## config.mk

```make
export PLATFORM = sky130hd
export DESIGN_NAME = multicycle_controller
export DESIGN_NICKNAME = d
export VERILOG_FILES = /design/src/rtl/ctrl_pkg.sv /design/src/rtl/ctrl_decode.sv /design/src/rtl/multicycle_controller.sv
export SDC_FILE = /design/constraint.sdc
export NUM_CORES = 1
export LEC_CHECK = 0
export ABC_AREA = 1
export CAP_MARGIN = 20
export CORE_MARGIN = 5
export CORE_UTILIZATION = 40
export CTS_CLUSTER_SIZE = 20
export DETAILED_ROUTE_END_ITERATION = 8
export PLACE_DENSITY = 0.79
export SLEW_MARGIN = 20
export SYNTH_ARGS = -nofsm -noshare
export SYNTH_HDL_FRONTEND = slang
export SYNTH_HIERARCHICAL = 1
export SYNTH_SLANG_ARGS = --single-unit
```

## constraint.sdc

```tcl
create_clock -name clk -period 2.9 [get_ports clk]
set_input_delay 0.435 -clock clk [delete_from_list [all_inputs] [get_ports clk]]
set_output_delay 0.435 -clock clk [all_outputs]
set_load 0.05 [all_outputs]
```

## src/rtl/ctrl_pkg.sv

```systemverilog
// Shared types for the multi-cycle RV32I controller.
// Holds the state encoding, opcode constants, select encodings and the decode bundle.
package ctrl_pkg;

    typedef enum logic [2:0] {
        S_FETCH  = 3'd0,
        S_DECODE = 3'd1,
        S_EXEC   = 3'd2,
        S_MEM    = 3'd3,
        S_WB     = 3'd4,
        S_TRAP   = 3'd5
    } state_e;

    localparam logic [6:0] OP_LOAD   = 7'b0000011;
    localparam logic [6:0] OP_STORE  = 7'b0100011;
    localparam logic [6:0] OP_OP     = 7'b0110011;
    localparam logic [6:0] OP_OPIMM  = 7'b0010011;
    localparam logic [6:0] OP_BRANCH = 7'b1100011;
    localparam logic [6:0] OP_LUI    = 7'b0110111;
    localparam logic [6:0] OP_AUIPC  = 7'b0010111;
    localparam logic [6:0] OP_JAL    = 7'b1101111;
    localparam logic [6:0] OP_JALR   = 7'b1100111;

    typedef enum logic [1:0] {
        PC_PLUS4  = 2'd0,
        PC_TARGET = 2'd1,
        PC_JALR   = 2'd2,
        PC_TRAP   = 2'd3
    } pc_src_e;

    typedef enum logic [1:0] {
        WB_DMEM = 2'd0,
        WB_ALU  = 2'd1,
        WB_PC4  = 2'd2
    } wb_sel_e;

    typedef enum logic [2:0] {
        IMM_I = 3'd0,
        IMM_S = 3'd1,
        IMM_B = 3'd2,
        IMM_U = 3'd3,
        IMM_J = 3'd4
    } imm_type_e;

    typedef enum logic [2:0] {
        CL_LOAD   = 3'd0,
        CL_STORE  = 3'd1,
        CL_ALU    = 3'd2,
        CL_BRANCH = 3'd3,
        CL_JAL    = 3'd4,
        CL_JALR   = 3'd5
    } class_e;

    typedef struct packed {
        logic      legal;
        class_e    cls;
        logic      alu_a_sel;
        logic      alu_b_sel;
        imm_type_e imm_type;
    } dec_t;

endpackage

```

## src/rtl/ctrl_decode.sv

```systemverilog
// Combinational opcode/funct3 decoder: legality, instruction class, ALU/imm selects.
// Ports: opcode_i, funct3_i in; dec_o bundle out (all zero for illegal encodings).
module ctrl_decode
    import ctrl_pkg::*;
#(
    parameter bit ENABLE_JUMP = 1'b1
) (
    input  logic [6:0] opcode_i,
    input  logic [2:0] funct3_i,
    output dec_t       dec_o
);

    always_comb begin
        dec_o = '0;
        unique case (opcode_i)
            OP_LOAD: begin
                dec_o.legal     = 1'b1;
                dec_o.cls       = CL_LOAD;
                dec_o.alu_b_sel = 1'b1;
                dec_o.imm_type  = IMM_I;
            end
            OP_STORE: begin
                dec_o.legal     = 1'b1;
                dec_o.cls       = CL_STORE;
                dec_o.alu_b_sel = 1'b1;
                dec_o.imm_type  = IMM_S;
            end
            OP_OP: begin
                dec_o.legal = 1'b1;
                dec_o.cls   = CL_ALU;
            end
            OP_OPIMM: begin
                dec_o.legal     = 1'b1;
                dec_o.cls       = CL_ALU;
                dec_o.alu_b_sel = 1'b1;
                dec_o.imm_type  = IMM_I;
            end
            OP_BRANCH: begin
                dec_o.legal    = 1'b1;
                dec_o.cls      = CL_BRANCH;
                dec_o.imm_type = IMM_B;
            end
            OP_LUI: begin
                dec_o.legal     = 1'b1;
                dec_o.cls       = CL_ALU;
                dec_o.alu_b_sel = 1'b1;
                dec_o.imm_type  = IMM_U;
            end
            OP_AUIPC: begin
                dec_o.legal     = 1'b1;
                dec_o.cls       = CL_ALU;
                dec_o.alu_a_sel = 1'b1;
                dec_o.alu_b_sel = 1'b1;
                dec_o.imm_type  = IMM_U;
            end
            OP_JAL: begin
                if (ENABLE_JUMP) begin
                    dec_o.legal     = 1'b1;
                    dec_o.cls       = CL_JAL;
                    dec_o.alu_a_sel = 1'b1;
                    dec_o.alu_b_sel = 1'b1;
                    dec_o.imm_type  = IMM_J;
                end
            end
            OP_JALR: begin
                if (ENABLE_JUMP && funct3_i == 3'b000) begin
                    dec_o.legal     = 1'b1;
                    dec_o.cls       = CL_JALR;
                    dec_o.alu_b_sel = 1'b1;
                    dec_o.imm_type  = IMM_I;
                end
            end
            default: dec_o = '0;
        endcase
    end

endmodule

```

## src/rtl/multicycle_controller.sv

```systemverilog
// Multi-cycle RV32I control FSM with req/ack memory handshakes and timeout trap.
// Ports: clk/rst_n; opcode/funct3/branch_taken/acks in; enables, selects, trap, state_o out.
module multicycle_controller
    import ctrl_pkg::*;
#(
    parameter bit          ENABLE_JUMP = 1'b1,
    parameter int unsigned MEM_TIMEOUT = 16,
    parameter bit          TRAP_HALT   = 1'b1
) (
    input  logic       clk,
    input  logic       rst_n,
    input  logic [6:0] opcode,
    input  logic [2:0] funct3,
    input  logic       branch_taken,
    input  logic       imem_ack,
    input  logic       dmem_ack,
    output logic       imem_req,
    output logic       dmem_req,
    output logic       dmem_w_en,
    output logic       ir_w_en,
    output logic       reg_w_en,
    output logic       pc_w_en,
    output logic [1:0] pc_src,
    output logic [1:0] wb_sel,
    output logic       alu_a_sel,
    output logic       alu_b_sel,
    output logic [2:0] imm_type,
    output logic       trap,
    output logic [2:0] state_o
);

    localparam int unsigned CW =
        (MEM_TIMEOUT > 1) ? $clog2(MEM_TIMEOUT + 1) : 1;
    localparam logic [CW-1:0] TO_LIMIT = CW'(MEM_TIMEOUT);

    state_e        state_q, state_d;
    logic [CW-1:0] cnt_q, cnt_d;
    dec_t          dec;
    logic          waiting;
    logic          timed_out;

    ctrl_decode #(.ENABLE_JUMP(ENABLE_JUMP)) u_decode (
        .opcode_i (opcode),
        .funct3_i (funct3),
        .dec_o    (dec)
    );

    // A same-cycle ack always beats the timeout.
    always_comb begin
        waiting   = (state_q == S_FETCH && !imem_ack) ||
                    (state_q == S_MEM   && !dmem_ack);
        timed_out = waiting && (MEM_TIMEOUT != 0) && (cnt_q == TO_LIMIT);
    end

    always_comb begin
        state_d = state_q;
        unique case (state_q)
            S_FETCH: begin
                if (imem_ack)       state_d = S_DECODE;
                else if (timed_out) state_d = S_TRAP;
            end
            S_DECODE: state_d = dec.legal ? S_EXEC : S_TRAP;
            S_EXEC: begin
                if (dec.cls == CL_LOAD || dec.cls == CL_STORE)
                    state_d = S_MEM;
                else if (dec.cls == CL_BRANCH)
                    state_d = S_FETCH;
                else
                    state_d = S_WB;
            end
            S_MEM: begin
                if (dmem_ack)
                    state_d = (dec.cls == CL_STORE) ? S_FETCH : S_WB;
                else if (timed_out)
                    state_d = S_TRAP;
            end
            S_WB:   state_d = S_FETCH;
            S_TRAP: if (!TRAP_HALT) state_d = S_FETCH;
            default: state_d = S_FETCH;
        endcase

        // Counter restarts on every state entry.
        if (state_d != state_q)
            cnt_d = '0;
        else if (waiting && MEM_TIMEOUT != 0)
            cnt_d = cnt_q + CW'(1);
        else
            cnt_d = cnt_q;
    end

    always_ff @(posedge clk or negedge rst_n) begin
        if (!rst_n) begin
            state_q <= S_FETCH;
            cnt_q   <= '0;
        end else begin
            state_q <= state_d;
            cnt_q   <= cnt_d;
        end
    end

    // Outputs are forced low while reset is held so no strobe leaks through.
    always_comb begin
        imem_req  = 1'b0;
        dmem_req  = 1'b0;
        dmem_w_en = 1'b0;
        ir_w_en   = 1'b0;
        reg_w_en  = 1'b0;
        pc_w_en   = 1'b0;
        pc_src    = PC_PLUS4;
        wb_sel    = WB_DMEM;
        alu_a_sel = 1'b0;
        alu_b_sel = 1'b0;
        imm_type  = IMM_I;
        trap      = 1'b0;
        if (rst_n) begin
            if (state_q inside {S_DECODE, S_EXEC, S_MEM, S_WB}) begin
                alu_a_sel = dec.alu_a_sel;
                alu_b_sel = dec.alu_b_sel;
                imm_type  = dec.imm_type;
            end
            unique case (state_q)
                S_FETCH: begin
                    imem_req = 1'b1;
                    ir_w_en  = imem_ack;
                end
                S_EXEC: begin
                    if (dec.cls == CL_BRANCH) begin
                        pc_w_en = 1'b1;
                        pc_src  = branch_taken ? PC_TARGET : PC_PLUS4;
                    end
                end
                S_MEM: begin
                    dmem_req  = 1'b1;
                    dmem_w_en = (dec.cls == CL_STORE);
                    pc_w_en   = dmem_ack && (dec.cls == CL_STORE);
                end
                S_WB: begin
                    reg_w_en = 1'b1;
                    pc_w_en  = 1'b1;
                    if (dec.cls == CL_JAL)       pc_src = PC_TARGET;
                    else if (dec.cls == CL_JALR) pc_src = PC_JALR;
                    if (dec.cls == CL_LOAD)
                        wb_sel = WB_DMEM;
                    else if (dec.cls == CL_JAL || dec.cls == CL_JALR)
                        wb_sel = WB_PC4;
                    else
                        wb_sel = WB_ALU;
                end
                S_TRAP: begin
                    trap = 1'b1;
                    if (!TRAP_HALT) begin
                        pc_w_en = 1'b1;
                        pc_src  = PC_TRAP;
                    end
                end
                default: ;
            endcase
        end
    end

    assign state_o = state_q;

endmodule

```

==> metrics.csv <==
metric;value;unit
critPathLaunchType;input port;
fin_crit;2.75;ns
async_flop_share;100;%
die_height;61.4;um
synth_common_cells;36 x nand2_1, 32 x nor2_1, 31 x inv_1;
dieWidth;61.4;um
cts-hold-fix-buffers;0;
htreeDepth;1;
synth.avg_cell_area;6.13;sq um
setup_violations;0;
synth_cell_type_count;26;
area.sequential;200;sq um
grtUsageTotal;14.5;%
ir_drop;0.528;mV
clk_latency;0.25;ns
clock-sinks;8;
clockBufferDepth;2;
fin_ws;0.151;ns
p_total;736;uW
nNetsFinal;227;
end_kind;primary output;
cts_tree;built;
ys.flop_type;dfrtp_1;
tightest_slew;0.495;ns
cp.depth;10;
r2r-start;state_o[0]$_DFF_PN0_;
cts_resized;0;
cp_num_buf_inv;2;
antenna_left;0;
holdWs;0.499;ns
cts_buffers;3;
core_area;0.00250;sq mm
slowest_delay;0.55;ns
r2r_end;cnt_q[1]$_DFFE_PN0P_;
drc;0;
dr.first_iter.drc_count;28;
drt_first_pass_iters;4;
row_count;18;
num_vias;1137;
pre_cts_slack;0.122;ns
hold_viol_final;0;
ys_seq_elements;8;
antennaDiodeCount;0;
ys_warn_count;6;
synth_edf_count;0;
drive_above_1_share;27.9;%
wirelength;2520;um
grt-ovfl-total;0;
yosysMostFrequentCell;nand2_1;
syn_nets;189;
synth_area_leader_cell;dfrtp_1;
drv_slew;0;
synth_cells;172;
clockRootBuffer;clkbuf_4;
port_buffers;33;
crit_slowest_cell;clkdlybuf4s50_1;
powerDensity;481;mW/mm^2
r2r_cells;9;
grt_pass1_wl;4260;um
multi_input_area;729;sq um
arrival;2.31;ns
viasPerCell;4.78;
hold_class;in -> async;
finClkSkew;0.00245;ns
status;finished, final reports clean;
critPathTopFamily;simple AND/OR/NAND/NOR gates;
hpwl;2140;um
post_cts_buffers;0;
area_growth;45.2;%
gp_congestion;0.924;
ys_top_cells_by_area;dfrtp_1 19%, nand2_1 13%, nor2_1 11%;
wl_per_cell;10.6;um
rsz0062_at_grt;no;
fin_crit_sh;94.8;%
ys_seq_area_share;19.0;%
pin_count;34;
grt_max_degree;10;
yosysTopAreaCellShare;19.0;%
clock.fmax;364;MHz
fill_cells;227;
grt_antenna_before_repair;0;
relSlewSlack;66.9;%
required;2.47;ns
power.leakage;0.707;nW
path_cells;clkdlybuf4s50_1, nand2_2, nor2_4, nand4_1, nand2_1, nand3_1, nor3_2, a32oi_1, nor2_1, buf_12;
crit_type;in -> out;
die-area;0.00376;sq mm
syn_area;0.00105;sq mm
crit_fanout;4;
start_util;42.2;%
cts.clk_slew.worst_paths;0.06;ns
grt_pass1_vias;1038;
r2r_setup_slack;1.18;ns
maxCapViolations;0;
## worst max path at each step
stage | start | end | slack [ns]
2_1_floorplan | state_o[0]$_DFF_PN0_ | pc_src[1] | -0.02
3_3_place_gp | opcode[6] | pc_src[0] | 0.14
3_5_place_dp | opcode[6] | pc_src[0] | 0.12
4_1_cts | opcode[6] | pc_src[0] | 0.12
5_1_grt | opcode[6] | pc_w_en | 0.007
6_report | opcode[6] | pc_src[0] | 0.15
## final cells by class
cell class	instances	share of cell area [%]
inverter	35	8.58
clock buffer	3	1.47
multi-input combinational	128	47.6
tap	30	2.45
sequential	8	13.1
timing repair buffer	34	26.8
## report_power, final
part | leakage (nW) | switching [mW] | total, mW | internal [mW]
clock network | 0.0138 | 0.0400 | 0.0876 | 0.0475
logic | 0.589 | 0.309 | 0.476 | 0.167
registers | 0.105 | 0.0439 | 0.173 | 0.129
## layout by cell type, fill, tap and decap left out
| master | synthesis | routed |
|---|---|---|
| nor3_1 | 4 | 3 |
| o21ai_1 | 1 | 1 |
| o21ai_0 | 3 | 3 |
| buf_12 | 0 | 9 |
| nand3_1 | 9 | 9 |
| nor2_1 | 32 | 29 |
| dfrtp_1 | 8 | 8 |
| inv_1 | 31 | 31 |
| clkbuf_4 | 0 | 3 |
| nor3b_2 | 0 | 1 |
| a21oi_2 | 2 | 2 |
| a21oi_4 | 1 | 1 |
| o21bai_1 | 1 | 1 |
| nand2_1 | 36 | 36 |
| nand2_2 | 10 | 10 |
| clkdlybuf4s50_1 | 0 | 17 |
| nor3_2 | 5 | 6 |
| a32oi_1 | 1 | 1 |
| nor2_2 | 4 | 7 |
| nand2_4 | 2 | 2 |
| nand3_4 | 1 | 1 |
| xor2_1 | 4 | 4 |
| ha_1 | 2 | 2 |
| inv_2 | 4 | 4 |
| nand3_2 | 1 | 1 |
| nor2_4 | 3 | 3 |
| buf_4 | 0 | 8 |
| nand4_1 | 4 | 4 |
| a211oi_1 | 1 | 1 |
## cells by family after synthesis
kind of cell | count (synthesis) | synth area share, %
compound gates | 10 | 7.36
simple gates | 112 | 54.4
fa+ha+maj | 2 | 2.37
flops | 8 | 19.0
xor+xnor | 4 | 3.32
buf+inv | 36 | 13.5
## registers in the layout, indices dropped and copies added, names as in the netlist
name and flops:
state_o 3, cnt_q 5
## per-stage QoR
stage               instance area (sq um)  TNS [ns]  utilization, %  std cells
floorplan                            1060   -0.0410               -        172
global placement                     1500         0            60.0        235
detailed placement                   1500         0            60.0        235
CTS                                  1520         0            60.9        238
global route                         1530         0            61.3        238
finish                               1530         0            61.3        238
## routing by layer
layer / GRT usage [%] / vias up / share of wire (%)
met5: 0 / - / 0
met4: 2.73 / 0 / 0.16
met3: 1.89 / 2 / 5.4
met2: 27.3 / 23 / 51
met1: 17.7 / 510 / 44
li1: - / 602 / -
(Power assumes the default switching activity.)
